### config.mk
export PLATFORM = sky130hd
export DESIGN_NAME = multicycle_control_fsm
export DESIGN_NICKNAME = d
export VERILOG_FILES = /design/src/rtl/multicycle_control_fsm.sv
export SDC_FILE = /design/constraint.sdc
export NUM_CORES = 1
export LEC_CHECK = 0
export CORE_MARGIN = 8
export CORE_UTILIZATION = 50
export DETAILED_ROUTE_END_ITERATION = 8
export PLACE_DENSITY = 0.93
export REMOVE_ABC_BUFFERS = 1
export SLEW_MARGIN = 20
export SYNTH_ARGS = -nofsm -noshare
export SYNTH_HDL_FRONTEND = slang
export SYNTH_SLANG_ARGS = --single-unit
### constraint.sdc
create_clock -name clk -period 2.37 [get_ports clk]
set_input_delay 0.5925 -clock clk [delete_from_list [all_inputs] [get_ports clk]]
set_output_delay 0.5925 -clock clk [all_outputs]
set_load 0.05 [all_outputs]
### src/rtl/multicycle_control_fsm.sv
// Multicycle MIPS main control FSM: sequences fetch/decode/execute/memory/writeback.
// Optional jal support is built when MULTICYCLE_JAL_EN is defined.
module multicycle_control_fsm #(
  parameter int unsigned MEM_TIMEOUT = 255
) (
  input  logic       clk,
  input  logic       rst_n,
  input  logic [5:0] opcode,
  input  logic       zero,
  input  logic       mem_ready,
  output logic       pc_write,
  output logic       pc_write_cond,
  output logic       iord,
  output logic       mem_read,
  output logic       mem_write,
  output logic       ir_write,
  output logic [1:0] mem_to_reg,
  output logic [1:0] reg_dst,
  output logic       reg_write,
  output logic       alu_src_a,
  output logic [1:0] alu_src_b,
  output logic [1:0] alu_op,
  output logic [1:0] pc_source,
  output logic       illegal_op,
  output logic       mem_timeout,
  output logic [3:0] state
);

  typedef enum logic [3:0] {
    S_IDLE    = 4'd0,  S_FETCH   = 4'd1,  S_DECODE  = 4'd2,  S_MEMADR  = 4'd3,
    S_MEMRD   = 4'd4,  S_MEMWB   = 4'd5,  S_MEMWR   = 4'd6,  S_RTYPEEX = 4'd7,
    S_RTYPEWB = 4'd8,  S_BEQEX   = 4'd9,  S_ADDIEX  = 4'd10, S_ITYPEWB = 4'd11,
    S_LUIWB   = 4'd12, S_JEX     = 4'd13, S_JALWB   = 4'd14, S_BAD     = 4'd15
  } state_t;

  localparam logic [5:0] OP_R    = 6'b000000;
  localparam logic [5:0] OP_LW   = 6'b100011;
  localparam logic [5:0] OP_SW   = 6'b101011;
  localparam logic [5:0] OP_BEQ  = 6'b000100;
  localparam logic [5:0] OP_ADDI = 6'b001000;
  localparam logic [5:0] OP_LUI  = 6'b001111;
  localparam logic [5:0] OP_J    = 6'b000010;
  localparam logic [5:0] OP_JAL  = 6'b000011;
  localparam logic [7:0] TO_LIM  = MEM_TIMEOUT[7:0];

  state_t     r_state, w_next;
  logic [7:0] r_cnt;
  logic       r_timeout;
  logic       w_wait;
  // The branch decision on zero is made in the datapath, not here.
  logic       w_unused_zero;

  assign w_unused_zero = zero;
  assign state         = r_state;
  assign mem_timeout   = r_timeout;
  assign w_wait        = ((r_state == S_FETCH) || (r_state == S_MEMRD) ||
                          (r_state == S_MEMWR)) && !mem_ready;

  always_ff @(posedge clk or negedge rst_n) begin
    if (!rst_n) begin
      r_state   <= S_IDLE;
      r_cnt     <= 8'd0;
      r_timeout <= 1'b0;
    end else begin
      r_state <= w_next;
      if (w_wait) r_cnt <= (r_cnt == 8'hFF) ? r_cnt : r_cnt + 8'd1;
      else        r_cnt <= 8'd0;
      // Sticky: the FSM keeps waiting, software inspects the flag.
      if ((TO_LIM != 8'd0) && (r_cnt == TO_LIM)) r_timeout <= 1'b1;
    end
  end

  always_comb begin
    w_next        = r_state;
    pc_write      = 1'b0;
    pc_write_cond = 1'b0;
    iord          = 1'b0;
    mem_read      = 1'b0;
    mem_write     = 1'b0;
    ir_write      = 1'b0;
    mem_to_reg    = 2'b00;
    reg_dst       = 2'b00;
    reg_write     = 1'b0;
    alu_src_a     = 1'b0;
    alu_src_b     = 2'b00;
    alu_op        = 2'b00;
    pc_source     = 2'b00;
    illegal_op    = 1'b0;
    case (r_state)
      S_IDLE: w_next = S_FETCH;
      S_FETCH: begin
        mem_read  = 1'b1;
        alu_src_b = 2'b01;
        ir_write  = mem_ready;
        pc_write  = mem_ready;
        if (mem_ready) w_next = S_DECODE;
      end
      S_DECODE: begin
        alu_src_b = 2'b11;
        case (opcode)
          OP_LW, OP_SW: w_next = S_MEMADR;
          OP_R:         w_next = S_RTYPEEX;
          OP_BEQ:       w_next = S_BEQEX;
          OP_ADDI:      w_next = S_ADDIEX;
          OP_LUI:       w_next = S_LUIWB;
          OP_J:         w_next = S_JEX;
`ifdef MULTICYCLE_JAL_EN
          OP_JAL:       w_next = S_JALWB;
`endif
          default: begin
            illegal_op = 1'b1;
            w_next     = S_FETCH;
          end
        endcase
      end
      S_MEMADR: begin
        alu_src_a = 1'b1;
        alu_src_b = 2'b10;
        w_next    = (opcode == OP_SW) ? S_MEMWR : S_MEMRD;
      end
      S_MEMRD: begin
        iord     = 1'b1;
        mem_read = 1'b1;
        if (mem_ready) w_next = S_MEMWB;
      end
      S_MEMWB: begin
        mem_to_reg = 2'b01;
        reg_write  = 1'b1;
        w_next     = S_FETCH;
      end
      S_MEMWR: begin
        iord      = 1'b1;
        mem_write = 1'b1;
        if (mem_ready) w_next = S_FETCH;
      end
      S_RTYPEEX: begin
        alu_src_a = 1'b1;
        alu_op    = 2'b10;
        w_next    = S_RTYPEWB;
      end
      S_RTYPEWB: begin
        reg_dst   = 2'b01;
        reg_write = 1'b1;
        w_next    = S_FETCH;
      end
      S_BEQEX: begin
        alu_src_a     = 1'b1;
        alu_op        = 2'b01;
        pc_write_cond = 1'b1;
        pc_source     = 2'b01;
        w_next        = S_FETCH;
      end
      S_ADDIEX: begin
        alu_src_a = 1'b1;
        alu_src_b = 2'b10;
        w_next    = S_ITYPEWB;
      end
      S_ITYPEWB: begin
        reg_write = 1'b1;
        w_next    = S_FETCH;
      end
      S_LUIWB: begin
        mem_to_reg = 2'b11;
        reg_write  = 1'b1;
        w_next     = S_FETCH;
      end
      S_JEX: begin
        pc_write  = 1'b1;
        pc_source = 2'b10;
        w_next    = S_FETCH;
      end
`ifdef MULTICYCLE_JAL_EN
      S_JALWB: begin
        reg_dst    = 2'b10;
        mem_to_reg = 2'b10;
        reg_write  = 1'b1;
        pc_write   = 1'b1;
        pc_source  = 2'b10;
        w_next     = S_FETCH;
      end
`endif
      default: w_next = S_FETCH;
    endcase
  end

endmodule

==> flow_metrics.py, run 1 <==
metrics = {
    "worst_setup_path": {
        "path_cells": "clkdlybuf4s50_1, nor2b_1, nand2b_1, a21oi_2, buf_12",
        "rr_worst_depth": 4,
        "cp_top_family": "buffers and inverters",
        "cp-end-kind": "output pin",
        "worst-path-buf-inv": 2,
        "start_kind": "primary input",
        "crit_type": "in2out",
        "cp.arrival_ps": 1710,
        "r2r_slack_ps": 770,
        "crit_required_ps": 1780,
        "critPathSlowestCell": "clkdlybuf4s50_1",
        "r2r_start": "state[2]",
        "worstPathMaxFanout": 2,
        "r2r_end": "state[0]",
        "slowest_delay_ps": 470,
    },
    "global_route": {
        "grt_pass1_wl_microns": 5910,
        "grt_usage_pct": 17.4,
        "grt_max_degree": 14,
        "grt_pass1_vias": 1293,
        "gr-total-overflow": 0,
        "antenna_found_initial": 0,
    },
    "placement": {
        "io_buffer_count": 31,
        "place.gp.congestion": 0.871,
        "dp_hpwl_microns": 2770,
    },
    "synthesis": {
        "yosysWarnings": 0,
        "ys_ff_latch": 13,
        "synth_cells": 132,
        "ys_types": 49,
        "yosys.area.top_type": "dfrtp_1",
        "synth-main-ff-cell": "dfrtp_1",
        "synth_top_area_share_pct": 28.9,
        "synth_edf_count": 0,
        "netlist_top_cells_area": "dfrtp_1 (29%), nor3_2 (5.3%), nor3_1 (4.0%), nor2_1 (4.0%), and4_1 (3.9%)",
        "syn_area_sq_um": 1130,
        "syn_area_per_cell_sq_um": 8.53,
        "async_flop_share_pct": 100,
        "ys_seq_area_share_pct": 28.9,
    },
    "final_layout": {
        "post-route-util_pct": 79.6,
        "n_antenna_cell": 0,
        "final_cell_mix": "buf_4 (22), buf_12 (18), nor2_1 (12), dfrtp_1 (12), nor3_1 (9)",
        "multi_input_area_sq_um": 723,
        "regArea_sq_um": 327,
        "nets": 185,
        "n_fill_cell": 142,
        "drive_above_1_share_pct": 32.9,
        "syn_to_final_growth_pct": 53.4,
        "layout_commonest_cell": "buf_4",
    },
    "route": {
        "postRouteAntennaNets": 0,
        "wire_per_inst_microns": 17.6,
        "dr.pass1.iters": 4,
        "drtIter0Drc": 74,
        "drt_wl_total_microns": 3540,
        "routed-via-count": 1225,
        "viasPerCell": 6.09,
        "drc": 0,
    },
    "sta": {
        "period_minus_slack_ps": 2300,
        "finalHoldViolCount": 0,
        "slew_headroom_pct": 59.6,
        "clock.fmax_mhz": 435,
        "drv_slew": 0,
        "max_slew.worst_pin.slew_ps": 604,
        "timing.final.crit_share_pct": 97.1,
        "setup_viol": 0,
        "skew_ps": 6.15,
    },
    "floorplan": {
        "die_h_microns": 63.5,
        "row_count": 17,
        "ios": 34,
        "die_x_microns": 63.5,
        "die-area_sq_um": 4030,
        "core_area_sq_um": 2170,
        "start_util_pct": 51.9,
    },
    "cts": {
        "clk_latency_ps": 280,
        "cts_root_buf": "clkbuf_4",
        "cts_tree": "yes",
        "clkSinkCount": 13,
        "ctsHoldBuffers": 0,
        "cts_buffer_depth": 2,
        "path_clk_slew_ps": 80,
        "htreeDepth": 1,
        "cts-buffers-inserted": 3,
    },
    "power_and_ir_drop": {
        "ir_worst_vdd_v": 0.00118,
        "power.density_nw_per_um2": 1030,
        "leakagePower_nw": 0.719,
        "finalPower_mw": 1.78,
    },
    "run_status": {
        "outcome": "finished clean",
    },
    "hold_path": {
        "hold_class": "reg2reg",
        "hold_path_depth": 1,
        "min_to": "mem_timeout",
        "hold_start": "mem_timeout",
    },
    "flow_run": {
        "drv_cap": 0,
    },
}
[sequential cells by signal, summed over array words and instances (netlist names)]
signal and flops:
mem_timeout 1, state 4, r_cnt 8
[layout make-up]
type / instances / share of cell area, %
tap: 28 / 2.03
multi-input combinational: 106 / 41.9
sequential: 13 / 18.9
timing repair buffer: 49 / 35.5
clock buffer: 4 / 1.52
inverter: 1 / 0.217
[worst max path at each step]
stage,cells past startpoint,start,slack (ps),end
after floorplan,2,state[0],-650,alu_op[0]
after global placement,5,opcode[2],-100,illegal_op
after detailed placement,5,opcode[2],-150,illegal_op
after CTS,4,state[0],2,alu_src_a
after global routing,5,mem_ready,-8,pc_write
final,5,mem_ready,70,pc_write
[worst register-to-register path: cells and delay by family (launching register included)]
family	cells	cell delay [ps]
compound gates	2	380
buf+inv	1	230
flops	1	500
simple gates	1	380
[per-layer routing]
layer / part of all wire [%] / up-vias / track usage (%)
met4: 2.1 / 0 / 6.41
met1: 39 / 592 / 18.2
met3: 6.4 / 11 / 5.30
met2: 52 / 53 / 31.8
li1: - / 569 / -
met5: 0 / - / 0
[cell usage after synthesis (2+ instances only)]
master    instances
dfrtp_1          13
nor2_1           12
nor3_1            9
a21oi_1           7
nand2b_1          7
nand2_1           6
nor3_2            6
and4_1            5
buf_2             5
and3_1            4
buf_4             4
nand3_1           4
o21ai_0           4
nor2b_1           3
a211oi_1          2
a31oi_1           2
and2_1            2
buf_6             2
nand4_1           2
nor3b_1           2
nor4_1            2
xnor2_1           2
[through the flow]
| stage | setup WS (ps) | instances | setup TNS [ps] | area (sq um) | hold slack (ps) |
|---|---|---|---|---|---|
| 2_1_floorplan | -650 | 120 | -3810 | 1040 | 297 |
| 3_3_place_gp | -103 | 196 | -103 | 1690 | 439 |
| 3_5_place_dp | -146 | 196 | -146 | 1690 | 458 |
| 4_1_cts | 1.95 | 201 | 0 | 1720 | 476 |
| 5_1_grt | -8.19 | 201 | -8.19 | 1730 | 489 |
| 6_report | 69.4 | 201 | 0 | 1730 | 468 |
[report_power, final]
part           leakage (nW)  switching [mW]  total [mW]  internal (mW)
Clock                0.0150          0.0728       0.138         0.0653
Sequential            0.175          0.0868       0.345          0.258
Combinational         0.529           0.746        1.30          0.553
Total                 0.719           0.906        1.78          0.877
[logic make-up (layout without fill, tap and decap cells)]
group | Yosys count | after routing | share of synthesized area (%)
other | 1 | 1 | 0.333
adder cells (fa/ha/maj) | 1 | 1 | 1.11
buffers and inverters | 13 | 54 | 7.67
AND/OR/NAND/NOR | 70 | 70 | 39.6
XOR/XNOR | 3 | 3 | 2.33
AO/OA/AOI/OAI | 31 | 31 | 20.1
flip-flops | 13 | 13 | 28.9
[what timing repair did]
item / 4_1_cts / 5_1_grt
resized for setup: 5 / 3
pin swaps: 0 / 1
endpoints found under the setup margin: 1 / 8
setup buffers: 1 / 0
cloned: 0 / 0
Note: power is estimated with default switching activity, not from simulation.
==> run 2: changes to the inputs <==
==> constraint.sdc (replaced) <==
create_clock -name clk -period 2.37 [get_ports clk]
set_input_delay 0.5925 -clock clk [delete_from_list [all_inputs] [get_ports clk]]
set_output_delay 0.5925 -clock clk [all_outputs]
set_load 0.02 [all_outputs]
==> flow_metrics.py, run 2 (same netlist as run 1, synthesis figures left out) <==
metrics = {
    "worst_setup_path": {
        "start_kind": "primary input",
        "worstPathMaxFanout": 2,
        "critPathSlowestCell": "clkdlybuf4s50_1",
        "cp-end-kind": "output pin",
        "crit_required_ps": 1780,
        "worst-path-buf-inv": 2,
        "cp.arrival_ps": 1720,
        "crit_type": "in2out",
        "path_cells": "clkdlybuf4s50_1, nand3_1, o311a_1, o31a_1, buf_2",
        "cp_top_family": "buffers and inverters",
        "slowest_delay_ps": 490,
    },
    "route": {
        "drt_wl_total_microns": 3160,
        "postRouteAntennaNets": 0,
        "routed-via-count": 1170,
        "drtIter0Drc": 43,
        "drc": 0,
        "dr.pass1.iters": 4,
        "viasPerCell": 5.74,
        "wire_per_inst_microns": 15.5,
    },
    "cts": {
        "clkSinkCount": 13,
        "cts_buffer_depth": 2,
        "clk_latency_ps": 280,
        "htreeDepth": 1,
        "cts_root_buf": "clkbuf_4",
        "path_clk_slew_ps": 80,
        "cts_tree": "yes",
        "cts_setup_buffers": 0,
        "cts-buffers-inserted": 3,
    },
    "floorplan": {
        "core_area_sq_um": 2170,
        "start_util_pct": 51.9,
        "row_count": 17,
        "die_x_microns": 63.5,
        "die-area_sq_um": 4030,
        "ios": 34,
        "die_h_microns": 63.5,
    },
    "final_layout": {
        "layout_commonest_cell": "buf_4",
        "final_cell_mix": "buf_4 (21), dlygate4sd2_1 (15), nor2_1 (12)",
        "n_fill_cell": 174,
        "n_antenna_cell": 0,
        "syn_to_final_growth_pct": 40.0,
        "drive_above_1_share_pct": 24.4,
        "top_register": "r_cnt",
        "largest_reg_flops": 8,
        "nets": 188,
    },
    "sta": {
        "period_minus_slack_ps": 2310,
        "finalHoldViolCount": 0,
        "skew_ps": 3.83,
        "whs_ps": 460,
        "timing.final.crit_share_pct": 97.6,
        "max_slew.worst_pin.slew_ps": 570,
        "fin_setup_tns_ps": 0,
        "slew_headroom_pct": 61.9,
        "drv_slew": 0,
        "setup_viol": 0,
        "clock.fmax_mhz": 432,
        "rsz0062_at_grt": "false",
    },
    "power_and_ir_drop": {
        "ir_worst_vdd_v": 0.000704,
        "power.density_nw_per_um2": 808,
        "leakagePower_nw": 0.749,
        "finalPower_mw": 1.27,
    },
    "flow_run": {
        "drv_cap": 0,
    },
    "placement": {
        "io_buffer_count": 31,
        "dp_hpwl_microns": 2440,
        "place.gp.congestion": 0.881,
    },
    "global_route": {
        "grt_usage_pct": 16.2,
        "gr-total-overflow": 0,
        "antenna_found_initial": 0,
        "grt_pass1_vias": 1225,
        "grt_pass1_wl_microns": 5530,
        "grt_max_degree": 14,
    },
    "run_status": {
        "outcome": "finished clean",
    },
    "hold_path": {
        "hold_class": "reg2reg",
    },
}
-- run 2: changes by cell type in the layout (fill, tap and decap cells not counted), moves of 2 or more --
cell             delta
clkdlybuf4s50_1     +5
dlygate4sd2_1      +11
buf_2               +2
nor3_1              -2
nor3_2              +2
dlymetal6s2s_1      +4
buf_12             -18
-- run 2: final cells by class --
| cell class | instances | area (sq um) | share of cell area (%) |
|---|---|---|---|
| clock buffers | 4 | 26.3 | 1.67 |
| flip-flops and latches | 13 | 328 | 20.8 |
| well taps | 28 | 35.0 | 2.22 |
| inverters | 1 | 3.75 | 0.238 |
| multi-input cells | 106 | 732 | 46.4 |
| repair buffers | 52 | 452 | 28.7 |
-- run 2: timing repair --
item                       in CTS  in global routing
setup endpoints to repair      17                  4
hold buffers                    0                  0
gates resized for setup        23                 11
-- run 2: worst paths after layout --
check / from / endpoint / slack, ps / cells after the start
worst min register to register: mem_timeout / mem_timeout / 460 / 1
worst min-delay path: mem_timeout / mem_timeout / 460 / 1
min in group asynchronous: rst_n / r_cnt[4] / 670 / 1
worst max register to register: state[2] / state[0] / 830 / 4
max in group asynchronous: rst_n / state[2] / 1290 / 1
worst max-delay path: opcode[5] / illegal_op / 60 / 5
-- run 2: report_power, final --
part / internal [mW] / switching (mW) / leakage (nW) / total (mW)
Clock: 0.0655 / 0.0765 / 0.0150 / 0.142
Combinational: 0.357 / 0.459 / 0.561 / 0.816
Sequential: 0.258 / 0.0579 / 0.173 / 0.316
-- run 2: through the flow --
stage / worst slack (ps) / util [%] / instance area, sq um / std cells
after global placement: -461 / 71.3 / 1550 / 200
after global routing: 0.627 / 72.7 / 1580 / 204
after detailed placement: -521 / 71.3 / 1550 / 200
after CTS: -177 / 72.0 / 1560 / 204
final: 57.0 / 72.7 / 1580 / 204
after floorplan: 290 / - / 1040 / 120
-- run 2: routing by layer --
| metal | routed length (microns) | vias up | track usage [%] |
|---|---|---|---|
| met4 | 59 | 0 | 5.57 |
| met3 | 227 | 7 | 5.12 |
| met1 | 1320 | 542 | 18.1 |
| met5 | 0 | - | 0 |
| met2 | 1560 | 42 | 28.1 |
| li1 | - | 579 | - |
